### config.mk
export PLATFORM = sky130hd
export DESIGN_NAME = uart_rx_cfg
export DESIGN_NICKNAME = d
export VERILOG_FILES = /design/src/rtl/uart_rx_cfg.sv
export SDC_FILE = /design/constraint.sdc
export NUM_CORES = 1
export LEC_CHECK = 0
export BUFFER_PORTS_ARGS = -buffer_cell sky130_fd_sc_hd__buf_4
export CAP_MARGIN = 20
export CORE_AREA = 2 2 67 69
export DETAILED_ROUTE_END_ITERATION = 10
export DIE_AREA = 0 0 69 71
export PLACE_DENSITY = 0.62
export SLEW_MARGIN = 20
export SYNTH_ARGS = -nofsm -noshare
export SYNTH_HDL_FRONTEND = slang
export SYNTH_SLANG_ARGS = --single-unit
### constraint.sdc
create_clock -name clk -period 2.4 [get_ports clk]
set_input_delay 0 -clock clk [delete_from_list [all_inputs] [get_ports clk]]
set_output_delay 0 -clock clk [all_outputs]
set_load 0.005 [all_outputs]
### src/rtl/uart_rx_cfg.sv
// uart_rx_cfg: oversampling UART receiver with runtime 7/8 data, parity and 1/2 stop configuration
module uart_rx_cfg #(
  parameter int OS_TICKS    = 16,
  parameter int SYNC_STAGES = 2
) (
  input  logic       clk,
  input  logic       reset,
  input  logic       s_tick,
  input  logic       rx,
  input  logic       d_num,
  input  logic       s_num,
  input  logic [1:0] par,
  input  logic       fifo_full,
  output logic       rx_done_tick,
  output logic [7:0] dout,
  output logic [2:0] err
);
  localparam int SW = $clog2(OS_TICKS);
  localparam logic [SW-1:0] S_MID = SW'(OS_TICKS / 2 - 1);
  localparam logic [SW-1:0] S_END = SW'(OS_TICKS - 1);
  typedef enum logic [2:0] {IDLE, START, DATA, PARITY, STOP, DONE} state_t;
  state_t state;
  logic [SYNC_STAGES-1:0] sync;
  logic rx_d;
  logic [SW-1:0] s;
  logic [2:0] n;
  logic [7:0] b;
  logic d8, s2, p_en, p_odd, perr, ferr;
  logic rx_s, fall, last_data, par_calc;
  assign rx_s      = sync[SYNC_STAGES-1];
  assign fall      = rx_d & ~rx_s;
  assign last_data = n == (d8 ? 3'd7 : 3'd6);
  // b[0] is still stale in 7-bit mode, so it is excluded from the parity sum
  assign par_calc  = ^{d8 & b[0], b[7:1]} ^ rx_s ^ p_odd;
  always_ff @(posedge clk or posedge reset) begin
    if (reset) begin
      state        <= IDLE;
      sync         <= '1;
      rx_d         <= 1'b1;
      s            <= '0;
      n            <= '0;
      b            <= '0;
      d8           <= 1'b0;
      s2           <= 1'b0;
      p_en         <= 1'b0;
      p_odd        <= 1'b0;
      perr         <= 1'b0;
      ferr         <= 1'b0;
      rx_done_tick <= 1'b0;
      dout         <= '0;
      err          <= '0;
    end else begin
      sync         <= {sync[SYNC_STAGES-2:0], rx};
      rx_d         <= rx_s;
      rx_done_tick <= 1'b0;
      err          <= '0;
      case (state)
        IDLE: if (fall) begin
          s     <= '0;
          d8    <= d_num;
          s2    <= s_num;
          p_en  <= ^par;
          p_odd <= par == 2'b10;
          perr  <= 1'b0;
          ferr  <= 1'b0;
          state <= START;
        end
        START: if (s_tick) begin
          if (s == S_MID) begin
            s     <= '0;
            n     <= '0;
            state <= rx_s ? IDLE : DATA;
          end else s <= s + 1'b1;
        end
        DATA: if (s_tick) begin
          if (s == S_END) begin
            s <= '0;
            b <= {rx_s, b[7:1]};
            n <= last_data ? 3'd0 : n + 3'd1;
            if (last_data) state <= p_en ? PARITY : STOP;
          end else s <= s + 1'b1;
        end
        PARITY: if (s_tick) begin
          if (s == S_END) begin
            s     <= '0;
            perr  <= par_calc;
            state <= STOP;
          end else s <= s + 1'b1;
        end
        STOP: if (s_tick) begin
          if (s == S_END) begin
            s <= '0;
            n <= n + 3'd1;
            if (!rx_s) ferr <= 1'b1;
            // outputs are registered here so they are visible during the DONE cycle
            if (n == {2'b0, s2}) begin
              state        <= DONE;
              rx_done_tick <= 1'b1;
              dout         <= d8 ? b : {1'b0, b[7:1]};
              err          <= {fifo_full, ferr | ~rx_s, perr};
            end
          end else s <= s + 1'b1;
        end
        DONE: state <= IDLE;
        default: state <= IDLE;
      endcase
    end
  end
endmodule

# Word level (Yosys, flattened, before mapping)
# Index checks and enable logic that the tools add are counted.
word_totals:
  register_bits: 39
  input_bits: 9
  out_inout_bits: 12
  word_cells: 107
classes:
  add_sub_neg: 2
  n_eq_ne: 22
  n_mux: 46
  bitwise_logic: 6
  reduce_logical: 16
op_table:
  columns: ["op", "count"]
  rows:
  - ["3-bit two-way mux", 23]
  - ["2-bit inequality test, second input constant", 12]
  - ["4-bit two-way mux", 5]
  - ["3-bit one-hot mux with 5 select lines", 1]
  - ["4-bit one-hot mux with 3 select lines", 1]
  - ["4-bit AND reduction", 3]
  - ["1-bit two-way mux", 11]
  - ["11-bit AND reduction", 1]
  - ["3-bit one-hot mux with 3 select lines", 1]
  - ["8-bit two-way mux", 1]
  - ["8-bit parity", 1]
  - ["7-bit AND reduction", 1]
  - ["3-bit by 2-bit == test with 1-bit output, second input constant", 2]
  - ["3-bit nonzero test", 2]
  - ["5-bit AND reduction", 1]
  - ["4-bit by 1-bit adder with 4-bit output, second input constant", 1]
  - ["4-bit by 3-bit == test with 1-bit output, second input constant", 1]
  - ["4-bit == test, second input constant", 1]
  - ["1-bit one-hot mux with 2 select lines", 2]
  - ["2-bit nonzero test", 2]
  - ["3-bit by 1-bit adder with 3-bit output, second input constant", 1]
  - ["3-bit by 1-bit == test with 1-bit output", 1]
  - ["3-bit by 1-bit == test with 1-bit output, second input constant", 1]
  - ["3-bit == test", 1]
  - ["13 further kinds", 15]

# Longest topological paths before layout
depth:
  depth_word: 7
  depth_mapped: 7
  depth_no_buf: 6

# Worst setup path after synthesis
# OpenSTA, ideal clock, no wires.
synth_timing:
  path_kind: "register to register"
  start: "reg state[1]"
  end: "reg state[0]"
  setup_ns: 0.127
  arrival_time_ns: 1.671
  required_time_ns: 2.273
  path_slack_ns: 0.602
  path_stages_with_launch: 8
  path_buffers: 2
  synth_period_minus_slack_ns: 1.798
  cell_sequence: "dfrtp_1 buf_6 or3b_1 buf_2 a32o_1 o21ai_2 or2_4 mux2_1"
synth_via:
  elab_chain_len: 3
  word_cells_on_any_way: 18
  classes_between: "eq/ne: 15; mux: 1; reduce/logical: 2"
synth_rtl:
  columns: ["element", "line", "rtl"]
  rows:
  - ["start: declaration", "22", "state_t state;"]
  - ["start signal: assignment", "72", "state <= rx_s ? IDLE : DATA;"]
  - ["start signal: assignment", "80", "if (last_data) state <= p_en ? PARITY : STOP;"]
  - ["3-bit == test, or another cell as far along", "57", "case (state)"]
  - ["2-bit inequality test (no line)", null, null]
  - ["11-bit AND reduction (no line)", null, null]
# Several ways; a longest one is shown, not always the timed one.
# A chain may end at the register's enable or synchronous reset.

# Final worst setup path
layout_timing:
  start: "reg state[0]"
  end: "reg state[0]"
# Same word-level chain as after synthesis.

==> summary.md <==
| Metric | Value |
|---|---|
| Min cycle time layout | 1.984 ns |
| Layout filler cell count | 396 |
| Site Rows | 24 |
| Core Box Area | 4204 µm² |
| Initial antenna violation count | 0 |
| Clock buffer depth | 2 |
| RSZ-0062 raised after global routing | no |
| Vias in the first global route | 1296 |
| DRT Wirelength | around 3600 µm |
| Tot Pwr | roughly 2.1 mW |
| Routed Antenna Nets | 0 |
| Seq/Total Area, Yosys | 0.5165 |
| DRC | 0 |
| CTS buffer count | 5 |
| EDFF count, synth | 0 |
| Yosys Warn Count | 0 |
| Global route total overflow | 0 |
| Dominant cell type by area after synthesis | dfrtp_1 |
| DRT iter0 DRCs | between 60 and 70 |
| First-pass GRT wire length | 6161 µm |
| DIE AREA | 4899 µm² |
| Critical path capture point type | flop |
| Clock Latency Late Sink | 0.29 ns |
| Post-route setup TNS | 0 ns |
| Fraction of layout cells with a size suffix above 1 | 0.2613 |
| Maxcap violations | 0 |
| Final nets | 210 |
| Final hold vios | 0 |
| Port Buffers | 20 |
| P&R area growth vs syn | 17.81% |
| Initial Util | 0.4512 |
| Placer congestion estimate | 0.8797 |
| Final Max Slew Viols | 0 |
| CP startpoint kind | flop |
| Post-synth ARST share | 1.000 |
| Syn Inst Count | 169 |
| WL per Instance | 14.22 µm |
| Top cells by area, synth | dfrtp_1 (47%), mux2_2 (7.1%), xnor2_1 (4.6%), dfstp_2 (4.2%), mux2i_1 (3.2%) |
| Syn nets | 181 |
| Final hold slack | 0.01990 ns |
| Worst slew margin | 0.6166 |
| Hold Path Class | primary input to flop |
| Synth Cell Area | ~1900 µm² |
| Post-synth cell types | 43 |
| Max frequency | 0.5040 GHz |
| Crit path max fanout | 13 |
| N_diodes | 0 |
| H-tree Lvls | 2 |
| Io pins | 21 |
| Clock transition at path regs | approximately 0.080 ns |
| Maximum vdd drop | 0.4394 mV |
| Critical path required time | 2.58 ns |
| PwrDens | 933.2 nW/µm² |
| #FFs+latches synth | 39 |
| Post-synth top area share | 0.4749 |
| Sink Count | 39 |
| Worst Max-Slew Pin Slew | 0.5745 ns |
| Most numerous cell in the Yosys netlist | dfrtp_1 |
| Final Setup Violations | 0 |
| Die Ht | slightly above 70 µm |
| Final Cycle Share | 0.8267 |
| Dominant synthesized flop cell | dfrtp_1 |
| Gr usage total | 0.1619 |
| Total number of vias | 1331 |
| Dpl hpwl | 2489 µm |
| CTS root buffer | clkbuf_8 |
| Top cells by count, synth | dfrtp_1 (36), nor2_1 (13), mux2_2 (12) |
| CP arrival | 2.16 ns |
| Mapped Avg Cell Area | approximately 11 µm² |
| Final Skew | roughly 0.010 ns |
| CTS tree | yes |
| WS Path Type | flop to flop |
| Via/cell ratio | ~5.3 |
| Pre-antenna DRT Iters | 4 |
| Status | finished clean |
| LEAKAGE | 1.033 nW |
| Largest net degree at the start of global routing | 25 |
| Die width | 69 µm |
[final timing paths]
kind                           from       end  slack, ns  depth (start not counted)
setup / recovery           state[0]  state[0]       0.42                          5
max in group asynchronous     reset      rx_d       1.28                          4
hold / removal               par[1]      p_en       0.02                          3
setup reg to reg           state[0]  state[0]       0.42                          5
min in group asynchronous     reset    err[1]       0.32                          3
hold reg to reg             sync[0]   sync[1]       0.36                          0
[stage by stage]
step | util | cell area, µm² | setup WS (ns) | instances
after global routing | 0.5315 | 2235 | 0.3504 | 251
after detailed placement | 0.4979 | 2093 | 0.4432 | 237
after global placement | 0.4979 | 2093 | 0.5490 | 237
after CTS | 0.5315 | 2235 | 0.4250 | 251
after floorplan | - | 1897 | 0.6016 | 169
final | 0.5315 | 2235 | 0.4160 | 251
[logic make-up after synthesis]
logic type | synth area share
AND/OR/NAND/NOR | 0.1464
flip-flops | 0.5165
AO/OA/AOI/OAI | 0.1194
multiplexers | 0.1088
XOR/XNOR | 0.05541
buffers and inverters | 0.03364
adder cells (fa/ha/maj) | 0.01979
[state kept, by name, indices dropped and copies added (netlist names)]
signal and count:
b 8, dout 8, s 4, err 3
n 3, state 3, sync 2, d8 1
ferr 1, p_en 1, p_odd 1, perr 1
rx_d 1, rx_done_tick 1, s2 1
[cell usage in the layout, fill, tap and decap left out, types with 3 or more instances in the layout]
cell           instances
inv_1                  4
dlygate4sd3_1          6
mux2_2                12
nor2_1                13
and2_1                 3
ha_1                   3
a21oi_1                8
nand2_1               11
mux2i_1                6
o21ai_0                7
o31ai_1                5
nand3_1                4
nand2b_1               4
nor3_1                 3
dfrtp_1               36
dfstp_2                3
xnor2_1               10
buf_4                 24
clkbuf_8               5
[critical path: stages (launching register included)]
cell     delay (ns)
dfrtp_1        0.52
or3b_1         0.52
a32o_1         0.27
o21ai_2        0.08
or2_4          0.16
mux2_1         0.31
[routing by layer]
metal	vias to the layer above	track usage	share of wire
met5	-	0	0
li1	651	-	-
met1	635	0.2131	0.46
met4	0	0.07407	0.021
met3	7	0.04558	0.061
met2	38	0.2500	0.46
[cell type report]
class | count | area, µm² | area share
Timing Repair Buffer | 30 | 240.2 | 0.1075
Inverter | 4 | 15.01 | 0.006719
Clock buffer | 7 | 76.32 | 0.03415
Clock inverter | 1 | 5.005 | 0.002240
Tap cell | 52 | 65.06 | 0.02912
Sequential cell | 39 | 979.7 | 0.4384
Multi-Input combinational cell | 118 | 853.3 | 0.3819
[timing repair]
item / in CTS / in global routing
buffers inserted: 0 / 0
hold buffers: 6 / 0
hold endpoints to repair: 20 / 0
gates resized for setup: 0 / 0
setup endpoints to repair: 0 / 0
[report_power, final]
group          internal (mW)  total (mW)  switching [mW]
Clock                  0.204       0.425           0.221
Sequential             0.786       0.945           0.159
Combinational          0.371       0.716           0.345
Note: power is estimated with default switching activity, not from simulation.
